--- src/rtl/uart_pkg.sv ---
// uart_pkg: shared definitions for the UART receive and transmit paths.
//   - uart_rx_state_e : 2-bit receiver state encoding (IDLE/START/DATA/STOP),
//                       identical to the transmitter state encoding.
//   - OVERSAMPLE_DEF  : default number of rx_clk_en pulses per bit period.
//   - DATA_BITS_DEF   : default number of data bits per frame.
package uart_pkg;

    localparam int OVERSAMPLE_DEF = 16;
    localparam int DATA_BITS_DEF  = 8;

    typedef enum logic [1:0] {
        UART_RX_IDLE  = 2'd0,
        UART_RX_START = 2'd1,
        UART_RX_DATA  = 2'd2,
        UART_RX_STOP  = 2'd3
    } uart_rx_state_e;

endpackage

--- src/rtl/uart_rx_sync.sv ---
// uart_rx_sync: two-flop synchronizer for an asynchronous, idle-high input.
// Both flops reset to 1 so an idle line never looks like a start bit while
// the chain refills after reset.
// Ports:
//   clk  : destination clock
//   rst  : asynchronous, active-high reset (flops forced to 1)
//   din  : asynchronous input
//   dout : synchronized copy of din, two clk cycles of latency
module uart_rx_sync (
    input  logic clk,
    input  logic rst,
    input  logic din,
    output logic dout
);

    logic meta;

    always_ff @(posedge clk or posedge rst) begin
        if (rst) begin
            meta <= 1'b1;
            dout <= 1'b1;
        end else begin
            meta <= din;
            dout <= meta;
        end
    end

endmodule

--- src/rtl/uart_receiver.sv ---
// uart_receiver: 8N1 UART receive path with 16x oversampling.
// A falling edge on the synchronized line starts a frame; the start bit is
// re-checked at its middle, each data bit is sampled one bit period later
// (mid-bit), then the stop bit decides between storing the byte and flagging
// a framing error.
//
// Handshake: rx_valid is a level meaning "rx_data not yet consumed". The
// consumer raises rx_ack for a cycle while rx_valid is high; rx_valid drops
// on the following cycle. A byte stored in the same cycle as rx_ack wins and
// keeps rx_valid high. Storing a byte while rx_valid is high and unacked
// overwrites rx_data and pulses rx_overrun.
//
// Ports:
//   sys_clk      : system clock, rising edge
//   rst          : asynchronous, active-high reset
//   rx_clk_en    : one-cycle pulse at OVERSAMPLE x baud
//   uart_rx      : asynchronous serial input, idle high
//   rx_ack       : consumer takes rx_data this cycle
//   rx_data      : last good byte, held until the next good frame
//   rx_valid     : rx_data unread
//   rx_busy      : receiver not idle
//   rx_frame_err : one-cycle pulse, stop bit sampled low
//   rx_overrun   : one-cycle pulse, good frame landed on an unread byte
module uart_receiver
    import uart_pkg::*;
#(
    parameter int OVERSAMPLE = OVERSAMPLE_DEF,
    parameter int DATA_BITS  = DATA_BITS_DEF
) (
    input  logic                 sys_clk,
    input  logic                 rst,
    input  logic                 rx_clk_en,
    input  logic                 uart_rx,
    input  logic                 rx_ack,
    output logic [DATA_BITS-1:0] rx_data,
    output logic                 rx_valid,
    output logic                 rx_busy,
    output logic                 rx_frame_err,
    output logic                 rx_overrun
);

    localparam int TW = $clog2(OVERSAMPLE);
    localparam int BW = $clog2(DATA_BITS);

    localparam logic [TW-1:0] TICK_MID  = TW'(OVERSAMPLE / 2 - 1);
    localparam logic [TW-1:0] TICK_LAST = TW'(OVERSAMPLE - 1);
    localparam logic [BW-1:0] BIT_LAST  = BW'(DATA_BITS - 1);

    uart_rx_state_e        state;
    logic [TW-1:0]         tick_cnt;
    logic [BW-1:0]         bit_cnt;
    logic [DATA_BITS-1:0]  shreg;
    logic                  rx_s;

    uart_rx_sync u_sync (
        .clk  (sys_clk),
        .rst  (rst),
        .din  (uart_rx),
        .dout (rx_s)
    );

    assign rx_busy = (state != UART_RX_IDLE);

    always_ff @(posedge sys_clk or posedge rst) begin
        if (rst) begin
            state        <= UART_RX_IDLE;
            tick_cnt     <= '0;
            bit_cnt      <= '0;
            shreg        <= '0;
            rx_data      <= '0;
            rx_valid     <= 1'b0;
            rx_frame_err <= 1'b0;
            rx_overrun   <= 1'b0;
        end else begin
            rx_frame_err <= 1'b0;
            rx_overrun   <= 1'b0;

            // Consumer ack clears the flag; a store later in this block
            // overrides it so a same-cycle new byte is never lost.
            if (rx_ack) begin
                rx_valid <= 1'b0;
            end

            if (rx_clk_en) begin
                case (state)
                    UART_RX_IDLE: begin
                        if (!rx_s) begin
                            state    <= UART_RX_START;
                            tick_cnt <= '0;
                        end
                    end

                    UART_RX_START: begin
                        if (tick_cnt == TICK_MID) begin
                            if (!rx_s) begin
                                state    <= UART_RX_DATA;
                                tick_cnt <= '0;
                                bit_cnt  <= '0;
                            end else begin
                                // Line came back high: a glitch, not a frame.
                                state    <= UART_RX_IDLE;
                                tick_cnt <= '0;
                            end
                        end else begin
                            tick_cnt <= tick_cnt + 1'b1;
                        end
                    end

                    UART_RX_DATA: begin
                        if (tick_cnt == TICK_LAST) begin
                            // LSB arrives first, so shift in from the top.
                            shreg    <= {rx_s, shreg[DATA_BITS-1:1]};
                            tick_cnt <= '0;
                            if (bit_cnt == BIT_LAST) begin
                                state <= UART_RX_STOP;
                            end else begin
                                bit_cnt <= bit_cnt + 1'b1;
                            end
                        end else begin
                            tick_cnt <= tick_cnt + 1'b1;
                        end
                    end

                    UART_RX_STOP: begin
                        if (tick_cnt == TICK_LAST) begin
                            state    <= UART_RX_IDLE;
                            tick_cnt <= '0;
                            if (rx_s) begin
                                rx_data  <= shreg;
                                rx_valid <= 1'b1;
                                if (rx_valid && !rx_ack) begin
                                    rx_overrun <= 1'b1;
                                end
                            end else begin
                                rx_frame_err <= 1'b1;
                            end
                        end else begin
                            tick_cnt <= tick_cnt + 1'b1;
                        end
                    end

                    default: begin
                        state    <= UART_RX_IDLE;
                        tick_cnt <= '0;
                    end
                endcase
            end
        end
    end

endmodule

--- config.mk ---
export PLATFORM = sky130hd
export DESIGN_NAME = uart_receiver
export DESIGN_NICKNAME = d
export VERILOG_FILES = /design/src/rtl/uart_pkg.sv /design/src/rtl/uart_rx_sync.sv /design/src/rtl/uart_receiver.sv
export SDC_FILE = /design/constraint.sdc
export NUM_CORES = 1
export LEC_CHECK = 0
export BUFFER_PORTS_ARGS = -buffer_cell sky130_fd_sc_hd__clkbuf_2
export CAP_MARGIN = 15
export CORE_ASPECT_RATIO = 0.7
export CORE_MARGIN = 1
export CORE_UTILIZATION = 60
export CTS_CLUSTER_SIZE = 24
export DETAILED_ROUTE_END_ITERATION = 6
export PLACE_DENSITY = 0.82
export SLEW_MARGIN = 20
export SYNTH_ARGS = -nofsm -noshare
export SYNTH_HDL_FRONTEND = slang
export SYNTH_SLANG_ARGS = --single-unit
--- constraint.sdc ---
create_clock -name sys_clk -period 5.05 [get_ports sys_clk]
set_clock_uncertainty 0.15 [all_clocks]
set_input_delay 0.7575 -clock sys_clk [delete_from_list [all_inputs] [get_ports sys_clk]]
set_output_delay 0.7575 -clock sys_clk [all_outputs]
set_load 0.02 [all_outputs]
# Word level (Yosys, flattened, before mapping)
# Cells that the tools add are included.
# classes
n_addsub	2
eq_ne	13
n_mux	30
n_reduce_logical	11
# ops
cell	n
$mux W1	14
$ne A2 B2 Y1 const B	7
$mux W2	6
$mux W3	4
$mux W4	3
$pmux W4 S3	1
$reduce_and A6 Y1	2
$pmux W2 S4	1
$pmux W3 S2	1
$add A4 B1 Y4 const B	1
$eq A2 B2 Y1 const B	2
$eq A4 B3 Y1 const B	1
$eq A4 B4 Y1 const B	1
$reduce_and A4 Y1	1
$reduce_bool A2 Y1	2
$add A3 B1 Y3 const B	1
$eq A3 B3 Y1 const B	1
$reduce_and A3 Y1	1
$eq A2 B1 Y1 const B	1
$logic_not A2 Y1	1
$reduce_and A2 Y1	1
$reduce_or A2 Y1	1
$logic_and A1 B1 Y1	1
$logic_not A1 Y1	1
# totals
register_bits	30
input_bits	5
out_inout_bits	12
wordCells	66

# Longest topological paths before layout
# Gate-level depths: netlist (run 1).
# depth
word_depth	7
mapped_depth	5
depth_no_buf	5

# By module
# From an unflattened synthesis (run 1), not the netlist that was laid out.
# hier_totals
hier_cells	107
area_unflattened_um2	1397.6
# modules_own_cells
module	instances	cells_each	area_per_inst_um2	seq_area_each_um2
uart_receiver	1	104	1341.3	700.7
uart_rx_sync	1	3	56.3	52.6

# Worst setup path before layout (run 1)
# No wires, ideal clock.
# synth_timing
path_type	input to register
startpoint	input port rx_clk_en
endpoint	register shreg[0]
setup_ns	0.125
arrival_time_ns	1.590
t_required_ns	4.775
setup_slack_ns	3.185
path_stages	4
path_buffers	1
path_cell_list	buf_4 nand3_1 nor2_4 mux2_2
# synth_via
elab_chain_cells	1
# synth_rtl
element	line_no	text
start: declaration	uart_receiver.sv:32	input logic rx_clk_en,
$reduce_and A3 Y1 (no line)	--	
end signal: assignment	uart_receiver.sv:112	shreg <= {rx_s, shreg[DATA_BITS-1:1]};
end: declaration	uart_receiver.sv:52	logic [DATA_BITS-1:0] shreg;
# No other way between the ends.
# A chain may end at the register's enable or synchronous reset.

==> run_results.csv, run 1 <==
group,metric,value,unit
outcome,status,"finished clean",
sta,finalCriticalPeriod,2320,ps
logic_synthesis,synth_flop_cell,"dfrtp_1",
final_layout,fill_cells,135,
hold_path,min_path_type,"flop to flop",
power_and_ir_drop,ir_worst_vdd,343,µV
cts,clock-sinks,30,
logic_synthesis,syn-num-nets,102,
sta,timing.fmax,432,MHz
cts,cts_tree,"done",
die,pin_count,17,
cts,post_cts_resize_count,0,
logic_synthesis,synthSimpleGateAreaFrac,13.3,%
grt,grt_max_degree,31,
final_layout,drive_gt1_share,46.9,%
sta,hold_viol,0,
drt,final_antenna_net_count,0,
final_layout,fin_area,1480,µm²
grt,grt_pass1_wl,3760,µm
drt,drt-total-wl,2140,µm
die,dieArea,2440,µm²
logic_synthesis,synth_top_family_by_area,"multiplexers",
cts,clkTransAtPathRegs,80,ps
die,die_w,58.6,µm
drt,drt-initial-drc-count,21,
die,die_h,41.7,µm
logic_synthesis,synth_compound_area_share,9.01,%
critical_path,cpMaxStageDelayCell,"dfrtp_1",
die,placementRows,13,
critical_path,cp.arrival,1410,ps
drt,first_pass_iters,4,
power_and_ir_drop,powerDensity,386,nW/µm²
die,start_util,67.9,%
logic_synthesis,synth_area_leaders,"dfrtp_1, mux2_2, dfstp_2",
critical_path,max_stage_delay,520,ps
logic_synthesis,yosysMostFrequentCell,"dfrtp_1",
logic_synthesis,synthCells,94,
critical_path,worst-path-max-fanout,11,
cts,cts_root_buffer,"clkbuf_4",
grt,track_usage,21.6,%
sta,slew_headroom,59.8,%
place,place_area,1440,µm²
place,io_buffers,16,
cts,post_cts_buffers,0,
cts,worstSkewPairLatency,310,ps
logic_synthesis,synth_area_per_cell,14.3,µm²
logic_synthesis,synth-xor-area-share,0.650,%
logic_synthesis,ys_warn_count,0,
place,hpwl,1530,µm
logic_synthesis,synth-seq-cells,30,
critical_path,reg2reg_slack,3210,ps
logic_synthesis,synth_edf_count,0,
logic_synthesis,yosys.area.top_type,"dfrtp_1",
place,pre_cts_slack,2990,ps
cts,clockBufferDepth,2,
power_and_ir_drop,p_leak,0.751,nW
critical_path,crit_required,4140,ps
power_and_ir_drop,power,0.572,mW
critical_path,path_cells,"or2_2 > clkbuf_2",
logic_synthesis,seq_area_frac_synth,55.9,%
sta,setup_tns,0,ps
sta,finalSetupViolations,0,
logic_synthesis,yosysTopAreaCellShare,52.0,%
sta,timing.final.crit_share,45.9,%
grt,grt_pass1_vias,801,
logic_synthesis,synthTopCellsByCount,"dfrtp_1, mux2_2",
critical_path,start_kind,"flop",
place,place_congestion,0.844,
final_layout,antenna_cells,0,
die,core_area,1980,µm²
grt,antenna_found_initial,0,
critical_path,end_kind,"output pin",
logic_synthesis,synthAdderAreaFrac,2.79,%
drt,post_drt_wl_per_cell,14.9,µm
drt,route.detailed.drc,0,
run,drv_cap,0,
logic_synthesis,synth_mux_area_share,15.8,%
final_layout,final_nets,121,
logic_synthesis,netlist_area,1350,µm²
drt,drt-vias-per-instance,5.72,
sta,drv_slew,0,
final_layout,area_delta_synth_final,10.0,%
critical_path,critical_path_class,"flop to output pin",
sta,rsz0062_at_grt,"false",
grt,overflow,0,
sta,tightest_slew,602,ps
logic_synthesis,synth.distinct_cells,35,
cts,cts_htree_levels,2,
sta,fin_ws,2730,ps
drt,vias,818,
cts,cts_buffers,5,
logic_synthesis,async_reset_ff_share,100,%
final_layout,fin_util,74.7,%
cts,cts_hold_buf,0,
[worst max-delay path, delay by kind of cell (launching register included)]
family,cells,cell delay (ps)
flip-flops,1,520
AND/OR/NAND/NOR,1,400
buffers and inverters,1,180
[power breakdown]
part	switching, mW	internal [mW]
Sequential	0.0496	0.267
Combinational	0.0606	0.0711
Clock	0.0717	0.0524
Total	0.182	0.391
[cells by family (layout without fill, tap and decap cells)]
family                     Yosys count  in the layout
AOI/OAI and AO/OA                   13             13
muxes                               19             19
DFF                                 30             30
xor gates and xnor gates             1              1
and+or+nand+nor                     22             22
adders and majority gates            3              3
buffers and inverters                6             25
[final cells by class]
class                   count  area [µm²]  area share, %
clock buffers               7        45.0           3.04
inverters                   2        7.51          0.506
multi-input cells          58         559           37.7
flip-flops and latches     30         753           50.8
well taps                  30        37.5           2.53
repair buffers             16        80.1           5.40
[worst paths after layout]
| path | start | cells past startpoint | end |
|---|---|---|---|
| worst max-delay path | flop | 2 | rx_busy |
| worst min-delay path | u_sync.meta$_DFF_PP1_ | 0 | u_sync.dout$_DFF_PP1_ |
| worst max register to register | bit_cnt[0]$_DFFE_PP0P_ | 5 | bit_cnt[1]$_DFFE_PP0P_ |
| worst min register to register | u_sync.meta$_DFF_PP1_ | 0 | u_sync.dout$_DFF_PP1_ |
| max in group asynchronous | rst | 2 | shreg[7]$_DFFE_PP0P_ |
| min in group asynchronous | rst | 2 | rx_data[1]$_DFFE_PP0P_ |
[through the flow]
| stage | std cells | hold WS [ps] |
|---|---|---|
| after floorplan | 94 | 195 |
| after global placement | 136 | 196 |
| after detailed placement | 136 | 197 |
| after CTS | 143 | 209 |
| after global routing | 143 | 213 |
| final | 143 | 208 |
[per-layer routing]
metal	part of all wire, %	vias to the layer above	track usage [%]
met1	51	401	31.7
met4	0.66	0	4.29
met5	0	-	0
li1	-	391	-
met3	5.4	2	9.35
met2	43	24	30.3
[flip-flops by register name (all words and copies together), names as in the netlist, named ones only]
register      cells
bit_cnt           3
rx_data           8
rx_frame_err      1
rx_overrun        1
rx_valid          1
shreg             8
state             1
tick_cnt          4
u_sync.dout       1
u_sync.meta       1
[placed cells by master (no fill, tap or decap), types with 2 or more instances in the layout]
master / synthesis / final
dfrtp_1: 28 / 28
mux2_2: 18 / 18
clkbuf_2: 0 / 16
clkbuf_4: 0 / 5
a32o_1: 3 / 3
nand2_1: 3 / 3
a22o_1: 3 / 3
ha_1: 3 / 3
and3_4: 2 / 2
nand3_1: 2 / 2
nor2_1: 2 / 2
clkbuf_1: 0 / 2
dfstp_2: 2 / 2
No activity file was read; power rests on OpenSTA's default activity.
==> run 2: changes to the inputs <==
- ABC_AREA: unset -> 1
- CORE_UTILIZATION: 60 -> 55
- PLACE_DENSITY: 0.82 -> 0.76
- clock period: 5.05 -> 2.35 ns (I/O delays scaled with it)
==> run 2 against run 1 <==
Worst hold slack worse by 86 ps. Total power is 140% higher. Core utilization is 5.0 points lower. Flip-flop and latch count stayed put. Critical path type unchanged. Highest routed layer unchanged.
==> run_results.csv, run 2 <==
group,metric,value,unit
final_layout,final_cell_mix,"nand2_1, dfrtp_1, inv_1, o21ai_1, clkbuf_2",
critical_path,worst-path-max-fanout,6,
sta,slew_headroom,78.8,%
die,pin_count,17,
die,dieArea,2620,µm²
die,die_w,60.7,µm
cts,clkTransAtPathRegs,100,ps
final_layout,antenna_cells,0,
grt,track_usage,22.2,%
place,pre_cts_slack,699,ps
logic_synthesis,syn-num-nets,155,
cts,cts_root_buffer,"clkbuf_4",
cts,cts_buffers,5,
critical_path,critical_path_class,"flop to output pin",
cts,post_cts_buffers,0,
place,place_congestion,0.809,
die,placementRows,14,
sta,timing.fmax,570,MHz
final_layout,drive_gt1_share,23.8,%
place,place_area,1440,µm²
place,dpl.cell_count,194,
logic_synthesis,synth_edf_count,0,
logic_synthesis,synthTopCellsByCount,"nand2_1, dfrtp_1, inv_1, o21ai_1, nand3_1",
critical_path,path_cells,"nor2_2 > inv_1 > clkbuf_2",
logic_synthesis,yosysMostFrequentCell,"nand2_1",
hold_path,min_path_type,"input port to flop",
critical_path,cpMaxStageDelayCell,"dfrtp_1",
sta,setup_tns,0,ps
critical_path,crit_required,1850,ps
drt,route.detailed.drc,0,
logic_synthesis,synth-seq-cells,30,
sta,whs,122,ps
sta,rsz0062_at_grt,"false",
power_and_ir_drop,powerDensity,899,nW/µm²
drt,final_antenna_net_count,0,
final_layout,area_delta_synth_final,15.8,%
outcome,status,"finished clean",
drt,first_pass_iters,4,
grt,antenna_found_initial,0,
logic_synthesis,yosysTopAreaCellShare,52.8,%
die,start_util,60.1,%
final_layout,final_nets,179,
grt,grt_max_degree,19,
critical_path,cp.arrival,1250,ps
cts,worstSkewPairLatency,320,ps
sta,finalCriticalPeriod,1760,ps
drt,drt-vias-per-instance,5.01,
power_and_ir_drop,power,1.38,mW
logic_synthesis,netlist_area,1330,µm²
die,core_area,2210,µm²
cts,clockBufferDepth,2,
final_layout,reg.largest.list,"rx_data (8), shreg (8), tick_cnt (4)",
drt,drt-initial-drc-count,31,
cts,clock-sinks,30,
drt,vias,1022,
logic_synthesis,seq_area_frac_synth,56.7,%
final_layout,final_common_cell,"nand2_1",
logic_synthesis,synth_area_leaders,"dfrtp_1, nand2_1, o21ai_1",
drt,drt-total-wl,2350,µm
grt,grt_pass1_vias,961,
critical_path,end_kind,"output pin",
grt,overflow,0,
final_layout,fin_area,1540,µm²
drt,post_drt_wl_per_cell,11.5,µm
logic_synthesis,synth.distinct_cells,24,
grt,grt_pass1_wl,4010,µm
die,die_h,43.1,µm
run,drv_cap,0,
critical_path,start_kind,"flop",
sta,hold_viol,0,
sta,fin_ws,595,ps
logic_synthesis,async_reset_ff_share,100,%
logic_synthesis,synthCells,147,
logic_synthesis,ys_warn_count,0,
logic_synthesis,yosys.area.top_type,"dfrtp_1",
sta,finalSetupViolations,0,
logic_synthesis,synth_flop_cell,"dfrtp_1",
cts,cts_htree_levels,2,
cts,cts_tree,"done",
sta,timing.final.crit_share,74.7,%
logic_synthesis,synth_area_per_cell,9.03,µm²
sta,tightest_slew,317,ps
power_and_ir_drop,ir_worst_vdd,538,µV
sta,drv_slew,0,
critical_path,max_stage_delay,490,ps
place,io_buffers,16,
final_layout,fin_util,69.7,%
power_and_ir_drop,p_leak,0.776,nW
final_layout,fin_cells,204,
place,hpwl,1800,µm
[run 2: logic make-up after synthesis]
| kind of cell | after synthesis | share of synthesized area (%) |
|---|---|---|
| buf+inv | 23 | 7.45 |
| fa+ha+maj | 3 | 2.83 |
| simple gates | 69 | 23.8 |
| flops | 30 | 56.7 |
| xor+xnor | 1 | 0.660 |
| compound gates | 21 | 8.58 |
[run 2: final timing paths]
check	startpoint	endpoint	slack [ps]	depth (start not counted)
worst max-delay path	state[0]$_DFFE_PP0P_	rx_busy	590	3
worst min-delay path	rx_ack	rx_valid$_DFF_PP0_	120	4
worst max register to register	tick_cnt[0]$_DFFE_PP0P_	rx_data[5]$_DFFE_PP0P_	690	6
worst min register to register	u_sync.meta$_DFF_PP1_	u_sync.dout$_DFF_PP1_	210	0
max in group asynchronous	rst	u_sync.meta$_DFF_PP1_	1130	4
min in group asynchronous	rst	bit_cnt[2]$_DFFE_PP0P_	350	3
[run 2: layout make-up]
cell class	count	area [µm²]
clock buffer	8	78.8
fill	187	669
inverter	20	75.1
multi-input combinational	94	475
sequential	30	753
tap	32	40.0
timing repair buffer	20	115
[run 2: power by group]
part	internal (mW)	total (mW)	switching (mW)
Sequential	0.579	0.659	0.0800
Clock	0.204	0.375	0.171
Combinational	0.120	0.349	0.229
[run 2: repair_timing]
| item | 4_1_cts | 5_1_grt |
|---|---|---|
| hold buffers | 2 | 0 |
| resized for setup | 0 | 0 |
| hold endpoints to repair | 8 | 0 |
[run 2: worst max-delay path, delay by kind of cell (launching register included)]
kind                   cells  cell delay, ps
buffers and inverters      2             240
AND/OR/NAND/NOR            1             210
flip-flops                 1             490
[run 2: routing by layer]
metal  global-route usage, %  routed length [µm]
met1                    29.4                1160
met2                    32.5                1020
met3                    6.71                 126
met4                    12.3                  49
met5                       0                   0
==> run 3: changes to the inputs <==
- CORE_UTILIZATION: 55 -> 50
- PLACE_DENSITY: 0.76 -> 0.73
- clock period: 2.35 -> 1.6 ns (I/O delays scaled with it)
==> run 3 against run 2 <==
The run now ends with DRC left. Sequential share of layout area down 5.4 points. Register-to-register slack got worse by 680 ps. Die area rose by 9.6%. Largest cell class unchanged.
==> run_results.csv, run 3 (synthesized netlist as in run 2, its figures left out) <==
group,metric,value,unit
cts,cts_buffers,5,
cts,clkTransAtPathRegs,60,ps
final_layout,area_delta_synth_final,30.5,%
grt,antenna_found_initial,0,
sta,timing.final.crit_share,99.3,%
place,io_buffers,16,
sta,finalCriticalPeriod,1590,ps
cts,cts_htree_levels,2,
sta,slew_headroom,74.9,%
grt,grt_pass1_vias,961,
drt,first_pass_iters,6,
hold_path,min_path_cells,4,
cts,clockBufferDepth,2,
drt,post_drt_wl_per_cell,14.3,µm
die,core_area,2500,µm²
critical_path,start_kind,"flop",
power_and_ir_drop,powerDensity,1380,nW/µm²
place,place_congestion,0.793,
final_layout,final_cell_mix,"nand2_1, dfrtp_1, inv_1, o21ai_1, clkbuf_2",
critical_path,crit-reg2reg-launch,"tick_cnt[0]$_DFFE_PP0P_",
critical_path,cp.arrival,1610,ps
die,die_h,45.1,µm
sta,setup_tns,0,ps
grt,overflow,0,
drt,final_antenna_net_count,0,
sta,finalSetupViolations,0,
grt,grt_pass1_wl,4100,µm
die,pin_count,17,
final_layout,final_nets,192,
drt,drt-vias-per-instance,5.17,
place,hpwl,1770,µm
grt,track_usage,19.3,%
die,placementRows,15,
die,dieArea,2870,µm²
final_layout,fin_util,69.4,%
critical_path,ff2ff_path_depth,7,
hold_path,min_from,"rx_ack",
cts,clock-sinks,30,
cts,cts_tree,"done",
sta,hold_viol,0,
critical_path,rr_endpoint,"rx_data[7]$_DFFE_PP0P_",
critical_path,crit_required,1620,ps
drt,route.detailed.drc,2,
cts,worstSkewPairLatency,280,ps
outcome,status,"finished, violations left",
outcome,violations,"DRC",
drt,drt-total-wl,3140,µm
final_layout,drive_gt1_share,31.9,%
power_and_ir_drop,ir_worst_vdd,837,µV
critical_path,reg2reg_slack,10,ps
grt,grt_max_degree,31,
hold_path,min_path_type,"input port to flop",
sta,fin_ws,10.7,ps
power_and_ir_drop,power,2.39,mW
run,drv_cap,0,
critical_path,critical_path_class,"flop to flop",
power_and_ir_drop,p_leak,0.853,nW
sta,timing.fmax,629,MHz
die,start_util,53.2,%
final_layout,antenna_cells,0,
sta,drv_slew,0,
final_layout,final_common_cell,"nand2_1",
place,pre_cts_slack,-3.22,ps
critical_path,end_kind,"flop",
cts,cts_root_buffer,"clkbuf_8",
final_layout,reg.largest.list,"rx_data (8), shreg (8), tick_cnt (4)",
die,die_w,63.6,µm
sta,tightest_slew,376,ps
hold_path,holdPathEnd,"rx_overrun$_DFF_PP0_",
critical_path,worst-path-max-fanout,5,
drt,drt-initial-drc-count,49,
drt,vias,1133,
run 3: changes by cell type in the layout (fill, tap and decap cells not counted), moves of 3 or more:
cell and delta:
buf_4 +8, clkbuf_4 -5, clkbuf_8 +3, ha_1 -3, nand4_4 +3
run 3: how the worst max path moves through the flow:
stage                             from                      to  slack (ps)  depth (start not counted)
6_report       tick_cnt[0]$_DFFE_PP0P_  rx_data[7]$_DFFE_PP0P_          10                          7
5_1_grt        tick_cnt[0]$_DFFE_PP0P_  rx_data[7]$_DFFE_PP0P_         -50                          7
4_1_cts        tick_cnt[1]$_DFFE_PP0P_  rx_data[4]$_DFFE_PP0P_       -0.09                          6
3_5_place_dp    bit_cnt[0]$_DFFE_PP0P_  bit_cnt[2]$_DFFE_PP0P_          -3                          8
3_3_place_gp   tick_cnt[1]$_DFFE_PP0P_  rx_data[0]$_DFFE_PP0P_          60                          6
2_1_floorplan  tick_cnt[0]$_DFFE_PP0P_    shreg[0]$_DFFE_PP0P_         120                          7
run 3: final cells by class:
type	instances	area (µm²)
clock buffer	7	86.3
inverter	20	75.1
clock inverter	1	5.00
sequential	30	756
tap	34	42.5
multi-input combinational	97	577
timing repair buffer	30	191
fill	193	763
run 3: per-layer routing:
metal | global-route usage [%] | part of all wire, %
met1 | 23.5 | 44
met2 | 33.6 | 48
met3 | 5.81 | 5.5
met4 | 5.91 | 3.1
met5 | 0 | 0
run 3: critical path, cell delays in order, from the launching register on:
cell     delay [ps]
dfrtp_1         410
ha_4            190
nand3_4         100
nor2_4          170
buf_4           140
nand4_4         130
nand2_1         120
o21ai_1          60
run 3: metrics by stage:
step,instances,area (µm²),hold WS (ps)
global route,219,1730,92.9
global placement,196,1440,156
finish,219,1730,73.0
CTS,206,1560,60.3
detailed placement,196,1440,162
floorplan,147,1330,94.5
run 3: what timing repair did:
| action | in CTS | in global routing |
|---|---|---|
| cloned | 0 | 3 |
| hold buffers | 2 | 0 |
| resized for setup | 1 | 13 |
| endpoints found under the hold margin | 29 | 0 |
| pin swaps | 1 | 5 |
| setup endpoints to repair | 6 | 21 |
| setup buffers | 0 | 10 |
run 3: power breakdown:
part           internal [mW]  switching (mW)  total, mW  leakage [nW]
sequential             0.857           0.131      0.988         0.403
clock                  0.346           0.273      0.620        0.0482
combinational          0.288           0.497      0.784         0.402
total                   1.49           0.901       2.39         0.853
